<file path="config.mk">
export PLATFORM = sky130hd
export DESIGN_NAME = fetch_unit
export DESIGN_NICKNAME = d
export VERILOG_FILES = /design/src/rtl/fetch_unit.sv
export SDC_FILE = /design/constraint.sdc
export NUM_CORES = 1
export LEC_CHECK = 0
export BUFFER_PORTS_ARGS = -buffer_cell sky130_fd_sc_hd__buf_2
export CAP_MARGIN = 30
export CORE_MARGIN = 3
export CORE_UTILIZATION = 35
export DETAILED_ROUTE_END_ITERATION = 6
export PLACE_DENSITY = 0.65
export SYNTH_ARGS = -nofsm -noshare
export SYNTH_HDL_FRONTEND = slang
export SYNTH_SLANG_ARGS = --single-unit
</file>
<file path="constraint.sdc">
create_clock -name clk -period 3.4 [get_ports clk]
set_input_delay 0.34 -clock clk [delete_from_list [all_inputs] [get_ports clk]]
set_output_delay 0.34 -clock clk [all_outputs]
set_load 0.02 [all_outputs]
</file>
<file path="src/rtl/fetch_unit.sv">
// Instruction fetch unit: one outstanding imem request feeding a DEPTH-entry prefetch FIFO.
// Optional macro FETCH_ALIGN_CHECK_EN enables the sticky misalign_err flag for redirect targets.
module fetch_unit #(
    parameter logic [31:0] RESET_PC = 32'h0000_0000,
    parameter int          DEPTH    = 4
) (
    input  logic        clk,
    input  logic        rst,
    output logic        imem_req,
    output logic [31:0] imem_addr,
    input  logic        imem_ack,
    input  logic [31:0] imem_rdata,
    output logic        instr_valid,
    output logic [31:0] instr,
    output logic [31:0] instr_pc,
    input  logic        instr_ready,
    input  logic        redirect,
    input  logic [31:0] redirect_addr,
    output logic        misalign_err,
    output logic [1:0]  dbgState
);
    localparam int PW = $clog2(DEPTH);
    localparam int CW = $clog2(DEPTH + 1);
    localparam logic [CW-1:0] FULL = CW'(DEPTH);
    localparam logic [PW-1:0] LAST = PW'(DEPTH - 1);

    // Handshakes: imem_req/imem_addr are held until the cycle imem_ack=1 completes the
    // request; an entry leaves the buffer in any cycle with instr_valid && instr_ready.
    typedef enum logic [1:0] {
        IDLE  = 2'd0,
        REQ   = 2'd1,
        FLUSH = 2'd2
    } stateT;

    stateT state, nextState;

    logic [31:0]   fetchPc;
    logic [31:0]   pendPc;
    logic [31:0]   pcMem   [DEPTH];
    logic [31:0]   dataMem [DEPTH];
    logic [PW-1:0] rdPtr, wrPtr;
    logic [CW-1:0] count, countNext;
    logic [31:0]   target;
    logic          push, pop;

    assign target    = {redirect_addr[31:2], 2'b00};
    assign push      = (state == REQ) && imem_ack && !redirect;
    assign pop       = instr_valid && instr_ready && !redirect;
    assign countNext = count + CW'(push) - CW'(pop);

    always_comb begin
        nextState = state;
        case (state)
            IDLE: begin
                if (redirect || (count < FULL)) nextState = REQ;
            end
            REQ: begin
                if (redirect)      nextState = imem_ack ? REQ : FLUSH;
                else if (imem_ack) nextState = (countNext < FULL) ? REQ : IDLE;
            end
            FLUSH: begin
                if (imem_ack) nextState = REQ;
            end
            default: nextState = IDLE;
        endcase
    end

    always_ff @(posedge clk) begin
        if (rst) begin
            state   <= IDLE;
            fetchPc <= RESET_PC;
            pendPc  <= RESET_PC;
            rdPtr   <= '0;
            wrPtr   <= '0;
            count   <= '0;
        end else begin
            state <= nextState;
            if (redirect) begin
                rdPtr <= '0;
                wrPtr <= '0;
                count <= '0;
            end else begin
                if (push) wrPtr <= (wrPtr == LAST) ? '0 : wrPtr + PW'(1);
                if (pop)  rdPtr <= (rdPtr == LAST) ? '0 : rdPtr + PW'(1);
                count <= countNext;
            end
            // While a request is still in flight the address must stay put, so the
            // redirect target waits in pendPc until the ack retires it.
            if (redirect) begin
                if ((state != IDLE) && !imem_ack) pendPc  <= target;
                else                              fetchPc <= target;
            end else if ((state == FLUSH) && imem_ack) begin
                fetchPc <= pendPc;
            end else if (push) begin
                fetchPc <= fetchPc + 32'd4;
            end
        end
    end

    always_ff @(posedge clk) begin
        if (!rst && push) begin
            pcMem[wrPtr]   <= fetchPc;
            dataMem[wrPtr] <= imem_rdata;
        end
    end

    assign imem_req    = (state == REQ) || (state == FLUSH);
    assign imem_addr   = fetchPc;
    assign instr_valid = (count != '0);
    assign instr       = instr_valid ? dataMem[rdPtr] : 32'h0;
    assign instr_pc    = instr_valid ? pcMem[rdPtr] : 32'h0;
    assign dbgState    = state;

`ifdef FETCH_ALIGN_CHECK_EN
    logic misalignReg;

    always_ff @(posedge clk) begin
        if (rst)                                         misalignReg <= 1'b0;
        else if (redirect && (redirect_addr[1:0] != 2'b00)) misalignReg <= 1'b1;
    end

    assign misalign_err = misalignReg;
`else
    logic unusedAddrBits;

    assign unusedAddrBits = ^redirect_addr[1:0];
    assign misalign_err   = 1'b0;
`endif

endmodule

</file>
Word-level counts from Yosys, hierarchy flattened
Memory sizes are Yosys's and may differ from the RTL's. A register that Yosys moved wholly into a read port is not among the register bits.
Cells that the tools add are included.
Word-level totals
  memories kept: 2
  input port bits: 69
  memory bits (writable): 256
  word-level logic and storage cells: 64
  output and inout bits: 101
  flip-flop bits (word level): 71
Operators by class
  equality and inequality tests: 8
  reductions and logical operators: 20
  muxes and demuxes: 21
  $add $sub $neg: 5
  magnitude comparators: 2
Memory list
  dataMem: depth 4, width 32, read ports 1, clocked after memory_dff 1, write ports 1, RTL line 40  | logic [31:0] dataMem [DEPTH];
  pcMem: depth 4, width 32, read ports 1, clocked after memory_dff 1, write ports 1, RTL line 39  | logic [31:0] pcMem [DEPTH];
Operators with widths (number)
  $mux 32: 6
  $add 32x3->32 const B: 1
  $mux 2: 11
  $logic_and 1x1->1: 7
  $eq 2x2->1 const B: 3
  $lt 3x3->1 const B: 2
  $ne 2x2->1 const B: 3
  $pmux 2 s3: 1
  $reduce_bool 3->1: 2
  $add 2x1->2 const B: 2
  $reduce_and 2->1: 2
  $add 3x1->3: 1
  $logic_not 1->1: 3
  $mux 1: 3
  $ne 3x3->1 const B: 1
  $reduce_and 3->1: 1
  $sub 3x1->3: 1
  $eq 2x1->1 const B: 1
  $logic_not 2->1: 1
  $logic_or 1x1->1: 2
  $reduce_bool 2->1: 1
  $reduce_or 2->1: 1

Logic depth before layout (Yosys ltp)
Gate-level depths: netlist of run 1.
  word-level depth: 10
  depth in mapped cells: 12
  gate-level depth less buffers: 12

Worst setup path before layout of run 1
Ideal clock, no wire load.
  kind: input -> register
  start: in redirect
  end: mem dataMem[0][0] (enable)
  arrival time: 2.624 ns
  path buffers: 3
  slack: 0.349 ns
  required time: 2.973 ns
  stages: 5
  library setup time: 0.427 ns
  cells stage by stage: buf_2 > buf_1 > buf_1 > nor2_1 > and3_1
On the way
  longest elaborated chain between the ends: 5
RTL lines
  start, declared: RTL line 17  | input logic redirect,
  $logic_not 1->1: RTL line 47  | assign push = (state == REQ) && imem_ack && !redirect;
  $logic_and 1x1->1: RTL line 47
  $logic_and 1x1->1: RTL line 101  | if (!rst && push) begin
  $mux 1: RTL line 101
  $mux 1 (implied by the code): RTL line 103  | dataMem[wrPtr] <= imem_rdata;
  end, declared: RTL line 40
No other way between the ends.

Final worst setup path of run 1
  start: reg state[1] (netlist: dbgState[1])
  end: reg state[0] (netlist: dbgState[0])
On the way
  longest elaborated chain between the ends: 10
  elaborated cells on any way between the ends: 16
  those cells by class: add/sub: 2; order compare: 1; eq/ne: 5; mux: 4; reduce/logical: 4
RTL lines
  start, declared: RTL line 35  | stateT state, nextState;
  start signal, assigned: RTL line 77  | state <= nextState;
  $eq 2x1->1: RTL line 47, 53
  $logic_and 1x1->1 (2 in series): RTL line 47
  $add 3x1->3: RTL line 49  | assign countNext = count + CW'(push) - CW'(pop);
  $sub 3x1->3: RTL line 49
  $lt 3x3->1: RTL line 59  | else if (imem_ack) nextState = (countNext < FULL) ? REQ : IDLE;
  $mux 1: RTL line 59
  $mux 2: RTL line 59
  $mux 2: RTL line 58  | if (redirect) nextState = imem_ack ? REQ : FLUSH;
  $pmux 2 s3: RTL line 53  | case (state)
Several ways; a longest one is shown, not always the timed one. The select of a mux whose other input is x is not followed.
A chain may end at the register's enable or synchronous reset.

==> results of run 1 <==
==> worst max-delay path: cells and delay by family (launching register included) <==
family                   cells  cell delay [ns]
AO/OA/AOI/OAI                2             0.54
XOR/XNOR                     3             0.48
adder cells (fa/ha/maj)      3             0.86
buffers and inverters        1             0.10
flip-flops                   1             0.40
AND/OR/NAND/NOR              3             0.36
==> final cells by class <==
cell class	instances	area share, %
Clock buffer	47	6.05
Clock inverter	20	1.70
Inverter	11	0.256
Multi-Input combinational cell	543	25.9
Sequential cell	319	55.1
Tap cell	504	3.92
Timing Repair Buffer	191	7.02
==> power by group through the flow <==
stage          logic (mW)  registers (mW)  clock network, mW
6_report            0.604            4.42               4.05
3_5_place_dp        0.606            4.50                  0
5_1_grt             0.662            4.43               4.33
2_1_floorplan       0.328            4.50                  0
4_1_cts             0.608            4.41               4.15
3_3_place_gp        0.597            4.49                  0
==> routing by layer <==
metal | track usage [%] | vias to the layer above | wire, microns
met2 | 24.5 | 317 | 14700
met1 | 23.4 | 4216 | 15000
li1 | - | 3904 | -
met5 | 0 | - | 0
met4 | 3.54 | 0 | 548
met3 | 3.22 | 44 | 2370
==> cells by family (layout without fill, tap and decap cells) <==
kind of cell	Yosys count	in the layout	synth area share, %
buffers and inverters	75	269	2.46
flip-flops	319	319	66.5
XOR/XNOR	8	8	0.526
adder cells (fa/ha/maj)	12	12	1.18
AO/OA/AOI/OAI	161	161	7.33
AND/OR/NAND/NOR	292	292	11.2
multiplexers	65	65	10.7
other	1	5	0.0281
==> cells in the final DEF, fill, tap and decap left out, drive strengths merged, types with 14 or more instances in the layout <==
master | synthesis | layout
nand4 | 16 | 16
clkbuf | 41 | 47
nand2 | 105 | 105
nor2 | 39 | 39
o21ai | 41 | 41
nor3 | 14 | 14
clkinv | 2 | 15
a21oi | 65 | 65
and2 | 68 | 68
and3 | 17 | 17
buf | 23 | 191
edfxtp | 248 | 248
mux4 | 62 | 62
dfxtp | 71 | 71
==> through the flow <==
step | instances | instance area, sq um | utilization, %
after detailed placement | 1568 | 14900 | 40.1
after CTS | 1635 | 16100 | 43.5
after global placement | 1566 | 14800 | 40.0
final | 1635 | 16100 | 43.5
after floorplan | 937 | 13300 | -
after global routing | 1635 | 16100 | 43.5
==> how the worst max path moves through the flow <==
stage | cells after the start | to | startpoint | slack, ns
after floorplan | 5 | dataMem[0][0]$_DFFE_PP_ | redirect | 0.35
after global placement | 11 | dbgState[0]$_SDFFE_PP0P_ | count[0]$_SDFF_PP0_ | 0.62
after detailed placement | 11 | dbgState[0]$_SDFFE_PP0P_ | count[0]$_SDFF_PP0_ | 0.65
after CTS | 4 | instr[16] | register | 0.55
after global routing | 12 | dbgState[0]$_SDFFE_PP0P_ | dbgState[1]$_SDFFE_PP0P_ | 0.28
final | 12 | dbgState[0]$_SDFFE_PP0P_ | dbgState[1]$_SDFFE_PP0P_ | 0.60
==> state kept, by name (all words and copies together) (netlist names), named ones only <==
signal	flops
dbgState	2
rdPtr	2
wrPtr	2
imem_addr	30
pendPc	30
count	3
pcMem	120
dataMem	128
==> synth_stat cells (all sizes together) (2+ instances only) <==
cell type and number:
a21oi 65, nand2 105, mux4 62, or3 7, o21ai 41, nor3 14
and3 17, clkinv 2, inv 9, or4 2, xnor2 7, o2bb2ai 2
o211ai 4, nand3 13, edfxtp 248, o2111ai 3, nor4 5, buf 23
mux2i 2, dfxtp 71, nor2 39, clkbuf 41, ha 11, a31oi 7
and4 3, a31o 2, nand4 16, a211oi 13, and2 68, a311oi 6
a21o 2
==> impl_metrics.csv, run 1 <==
group,metric,value,unit
outcome,run_status,"finished clean",
sta,finalHoldViolCount,0,
synth,synth_area,13300,sq um
synth,yosysTopAreaCell,"edfxtp_1",
hold_path,hold_path_class,"in -> reg",
clock_network,postCtsHoldBufs,0,
route,antenna_left,0,
global_routing,grt_max_degree,65,
worst_setup_path,cp.required,3.86,ns
route,drt-wirelength-per-cell,19.9,microns
clock_network,postCtsSetupBuffers,0,
global_routing,grt_pass1_vias,8407,
route,num_vias,8481,
floorplan,die_width,201,microns
synth,synth_top_area_share,55.9,%
worst_setup_path,r2r_cells,12,
final_layout,fillers,3380,
worst_setup_path,slowest_stage,"dfxtp_1",
clock_network,postCtsResizedCells,0,
global_routing,grt-ovfl-total,0,
sta,postLayoutSetupSlackWorst,0.604,ns
power,finalPower,9.07,mW
final_layout,area.sequential,8880,sq um
route,via_per_inst,5.19,
sta,worst_pin_slew,0.960,ns
sta,fin_tns_setup,0,ns
power,irDropWorstVdd,323,uV
worst_setup_path,r2r_slack,0.60,ns
sta,finalCritPeriodShare,82.2,%
route,drt_iter0_drc,619,
final_layout,drive_gt1_share,28.8,%
clock_network,clkTransAtPathRegs,0.06,ns
place,place_hpwl,20600,microns
hold_path,min_from,"imem_rdata[17]",
power,p_sw,2.06,mW
sta,slew_viol_final,0,
worst_setup_path,regToRegStartpoint,"dbgState[1]$_SDFFE_PP0P_",
place,pre_cts_slack,0.645,ns
sta,fin_worst_skew,0.0138,ns
synth,avgSynthCellArea,14.3,sq um
worst_setup_path,startpoint_type,"register",
synth,synth_cell_type_count,62,
power,power_frac_seq,48.7,%
power,powerDensity,563,nW/um^2
clock_network,cts_sinks,319,
worst_setup_path,path_max_fanout,7,
worst_setup_path,worstReg2RegEnd,"dbgState[0]$_SDFFE_PP0P_",
floorplan,fp.dieH,201,microns
power,comb_power_share,6.7,%
synth,syn_inst,933,
floorplan,dieArea,40500,sq um
final_layout,syn2layout_area_growth,20.8,%
worst_setup_path,endpoint_kind,"register",
floorplan,start_util,36.0,%
global_routing,antenna_found_initial,0,
worst_setup_path,crit_chain,"inv_1, ha_1, nand2_1, xnor2_1, nor2_1, ha_1, fa_1, xnor2_1, xnor2_1, nand3_1, a2111oi_0, a31o_2",
synth,synth_edf_count,248,
worst_setup_path,max_stage_delay,0.40,ns
sta,rsz0062_at_grt,"false",
hold_path,hold_end,"dataMem[0][17]$_DFFE_PP_",
synth,yosysSeqAreaShare,66.5,%
synth,async_flop_share,0,%
place,place_congestion,0.801,
worst_setup_path,arrival,3.26,ns
power,switching_share,22.7,%
final_layout,diodes,0,
global_routing,grt_pass1_wl,50500,microns
power,p_leak,5.67,nW
synth,ys.flop_type,"edfxtp_1",
route,totalWireLength,32600,microns
sta,setup_viol,0,
sta,max_freq,0.358,GHz
final_layout,nets,1184,
route,drt-pass1-iter-count,7,
power,clock_power_share,44.7,%
clock_network,numCtsBuffers,37,
hold_path,whs_path_depth,1,
clock_network,htreeDepth,2,
floorplan,fp-row-count,70,
synth,ys_ff_latch,319,
global_routing,gr-usage-all-layers,15.9,%
sta,relSlewSlack,35.8,%
floorplan,boundaryPins,170,
synth,synth_warnings,0,
run,maxCapViolations,0,
clock_network,clock_path_buffers,3,
route,drcViolationCount,0,
clock_network,clk_latency,0.52,ns
final_layout,multi_input_area,4180,sq um
power,p_int,7.01,mW
sta,min_period,2.80,ns
worst_setup_path,crit_type,"reg -> reg",
place,io_buffers,162,
floorplan,coreArea,37000,sq um
clock_network,tritoncts,"yes",
sta,whs,0.0340,ns
synth,synth_area_leaders,"edfxtp_1 56%, dfxtp_1 11%, mux4_2 10%",
clock_network,clockRootBuffer,"clkbuf_16",
worst_setup_path,crit_path_frequent_cell,"xnor2_1",
No activity file was read; power rests on OpenSTA's default activity.
==> run 2: changes to the inputs <==
==> constraint.sdc (replaced) <==
create_clock -name clk -period 2.6 [get_ports clk]
set_input_delay 0.26 -clock clk [delete_from_list [all_inputs] [get_ports clk]]
set_output_delay 0.26 -clock clk [all_outputs]
set_load 0.02 [all_outputs]
==> run 2 against run 1 <==
Against the previous run: worst hold slack better by 0.050 ns; count of clock-buffer cells in the layout decreased by 3; clock power rose by 22%; clock skew increased by 0.0011 ns; non-clock buffer count grew 96; critical path depth shrank 1; first-iteration DRC count fell by 6.5%; via count increased by 3.9%; global-route usage rose by 0.43 points; power grew 29%; utilization up 2.4 points; largest cell class unchanged.
==> impl_metrics.csv, run 2 (same netlist as run 1, synthesis figures left out) <==
group,metric,value,unit
outcome,run_status,"finished clean",
floorplan,coreArea,37000,sq um
power,p_leak,6.07,nW
final_layout,reg_top3,"dataMem (128), pcMem (120)",
worst_setup_path,cp.required,3.07,ns
global_routing,grt_max_degree,66,
route,totalWireLength,33400,microns
place,io_buffers,162,
worst_setup_path,path_max_fanout,2,
power,powerDensity,687,nW/um^2
sta,setup_viol,0,
clock_network,htreeDepth,2,
sta,worst_pin_slew,0.571,ns
final_layout,drive_gt1_share,30.0,%
final_layout,fin_util,45.8,%
floorplan,fp.dieH,201,microns
worst_setup_path,crit_type,"reg -> reg",
worst_setup_path,slowest_stage,"or3_4",
sta,finalCritPeriodShare,95.5,%
clock_network,clkTransAtPathRegs,0.06,ns
worst_setup_path,crit_path_frequent_cell,"xnor2_1",
global_routing,antenna_found_initial,0,
sta,slew_viol_final,0,
route,drt-wirelength-per-cell,19.3,microns
place,place_congestion,0.825,
worst_setup_path,max_stage_delay,0.41,ns
final_layout,layout.cells.non_filler,1726,
clock_network,numCtsBuffers,36,
route,drcViolationCount,0,
floorplan,dieArea,40500,sq um
sta,fin_worst_skew,0.0149,ns
final_layout,top_register,"dataMem",
global_routing,grt_pass1_wl,51900,microns
sta,max_freq,0.403,GHz
run,maxCapViolations,0,
final_layout,finish.instance_area,17000,sq um
floorplan,boundaryPins,170,
worst_setup_path,arrival,2.95,ns
clock_network,clockRootBuffer,"clkbuf_16",
final_layout,nets,1279,
power,irDropWorstVdd,479,uV
final_layout,largest_reg_flops,128,
route,antenna_left,0,
worst_setup_path,crit_family,"simple AND/OR/NAND/NOR gates",
sta,relSlewSlack,61.9,%
sta,rsz0062_at_grt,"true",
route,drt-pass1-iter-count,5,
power,finalPower,11.7,mW
global_routing,gr-usage-all-layers,16.3,%
final_layout,syn2layout_area_growth,27.4,%
clock_network,clk_latency,0.52,ns
sta,min_period,2.48,ns
sta,postLayoutSetupSlackWorst,0.117,ns
place,postPlaceCellArea,15100,sq um
place,dp_cells,1597,
global_routing,grt_pass1_vias,8812,
worst_setup_path,startpoint_type,"register",
clock_network,clock_path_buffers,3,
final_layout,final_common_cell,"edfxtp_1",
worst_setup_path,critPathBufInv,0,
worst_setup_path,endpoint_kind,"register",
route,num_vias,8815,
clock_network,cts_sinks,319,
place,pre_cts_slack,-0.203,ns
final_layout,final_cell_mix,"248 x edfxtp_1, 162 x buf_2, 104 x nand2_1",
sta,finalHoldViolCount,0,
floorplan,fp-row-count,70,
global_routing,grt-ovfl-total,0,
final_layout,diodes,0,
worst_setup_path,crit_chain,"or3_4, nand2_4, xnor2_1, nor2_1, ha_2, fa_2, xnor2_1, xnor2_1, nand3_1, a2111oi_2, a31o_2",
floorplan,die_width,201,microns
route,via_per_inst,5.11,
hold_path,hold_path_class,"in -> reg",
route,drt_iter0_drc,579,
place,place_hpwl,20900,microns
floorplan,start_util,36.0,%
clock_network,tritoncts,"yes",
## run 2: cell types whose count changed in the layout (fill, tap and decap cells not counted), sizes merged
cell / change
clkinv: -4
dlygate4sd3: +62
buf: +34
clkbuf: -3
clkinvlp: +5
bufinv: -3
## run 2: through the flow
step	TNS, ns	hold WS (ns)
after floorplan	0	0.359
after global placement	-0.149	0.438
after detailed placement	-0.203	0.444
after CTS	0	0.0229
after global routing	-0.0280	0.0826
final	0	0.0835
## run 2: routing by layer
layer,wire length [microns],vias up,global-route usage [%]
met2,15700,305,26.0
met5,0,-,0
met4,670,0,4.32
met3,2520,47,4.63
li1,-,4102,-
met1,14500,4361,22.2
## run 2: worst reg2reg max path: cells and delay by family, from the launching register on
family / cells / cell delay, ns
AOI/OAI and AO/OA: 2 / 0.47
and+or+nand+nor: 4 / 0.68
xor gates and xnor gates: 3 / 0.46
adders and majority gates: 2 / 0.52
DFF: 1 / 0.31
## run 2: where the power goes
group / internal [mW] / switching, mW
sequential: 5.62 / 0.0940
combinational: 0.403 / 0.608
clock: 2.95 / 1.99
## run 2: area by class of cell
| cell class | instances | area, sq um |
|---|---|---|
| Inverter | 11 | 41.3 |
| Multi-Input combinational cell | 543 | 4200 |
| Fill cell | 3325 | 20100 |
| Clock buffer | 44 | 966 |
| Timing Repair Buffer | 287 | 2080 |
| Tap cell | 504 | 631 |
| Clock inverter | 18 | 181 |
| Sequential cell | 319 | 8880 |
## run 2: what timing repair did
action,CTS,global route
hold buffers,62,0
setup endpoints to repair,4,1
gates resized for setup,6,4
endpoints found under the hold margin,158,0
setup buffers,4,1
pin swaps,4,4
## run 2: final timing paths
kind                                start                        to  slack [ns]  cells past startpoint
setup / recovery      count[1]$_SDFF_PP0_  dbgState[0]$_SDFFE_PP0P_        0.12                     11
hold / removal                instr_ready                  register        0.08                      3
setup reg to reg      count[1]$_SDFF_PP0_  dbgState[0]$_SDFFE_PP0P_        0.12                     11
hold reg to reg   pendPc[11]$_SDFFE_PP0P_   pendPc[11]$_SDFFE_PP0P_        0.45                      2
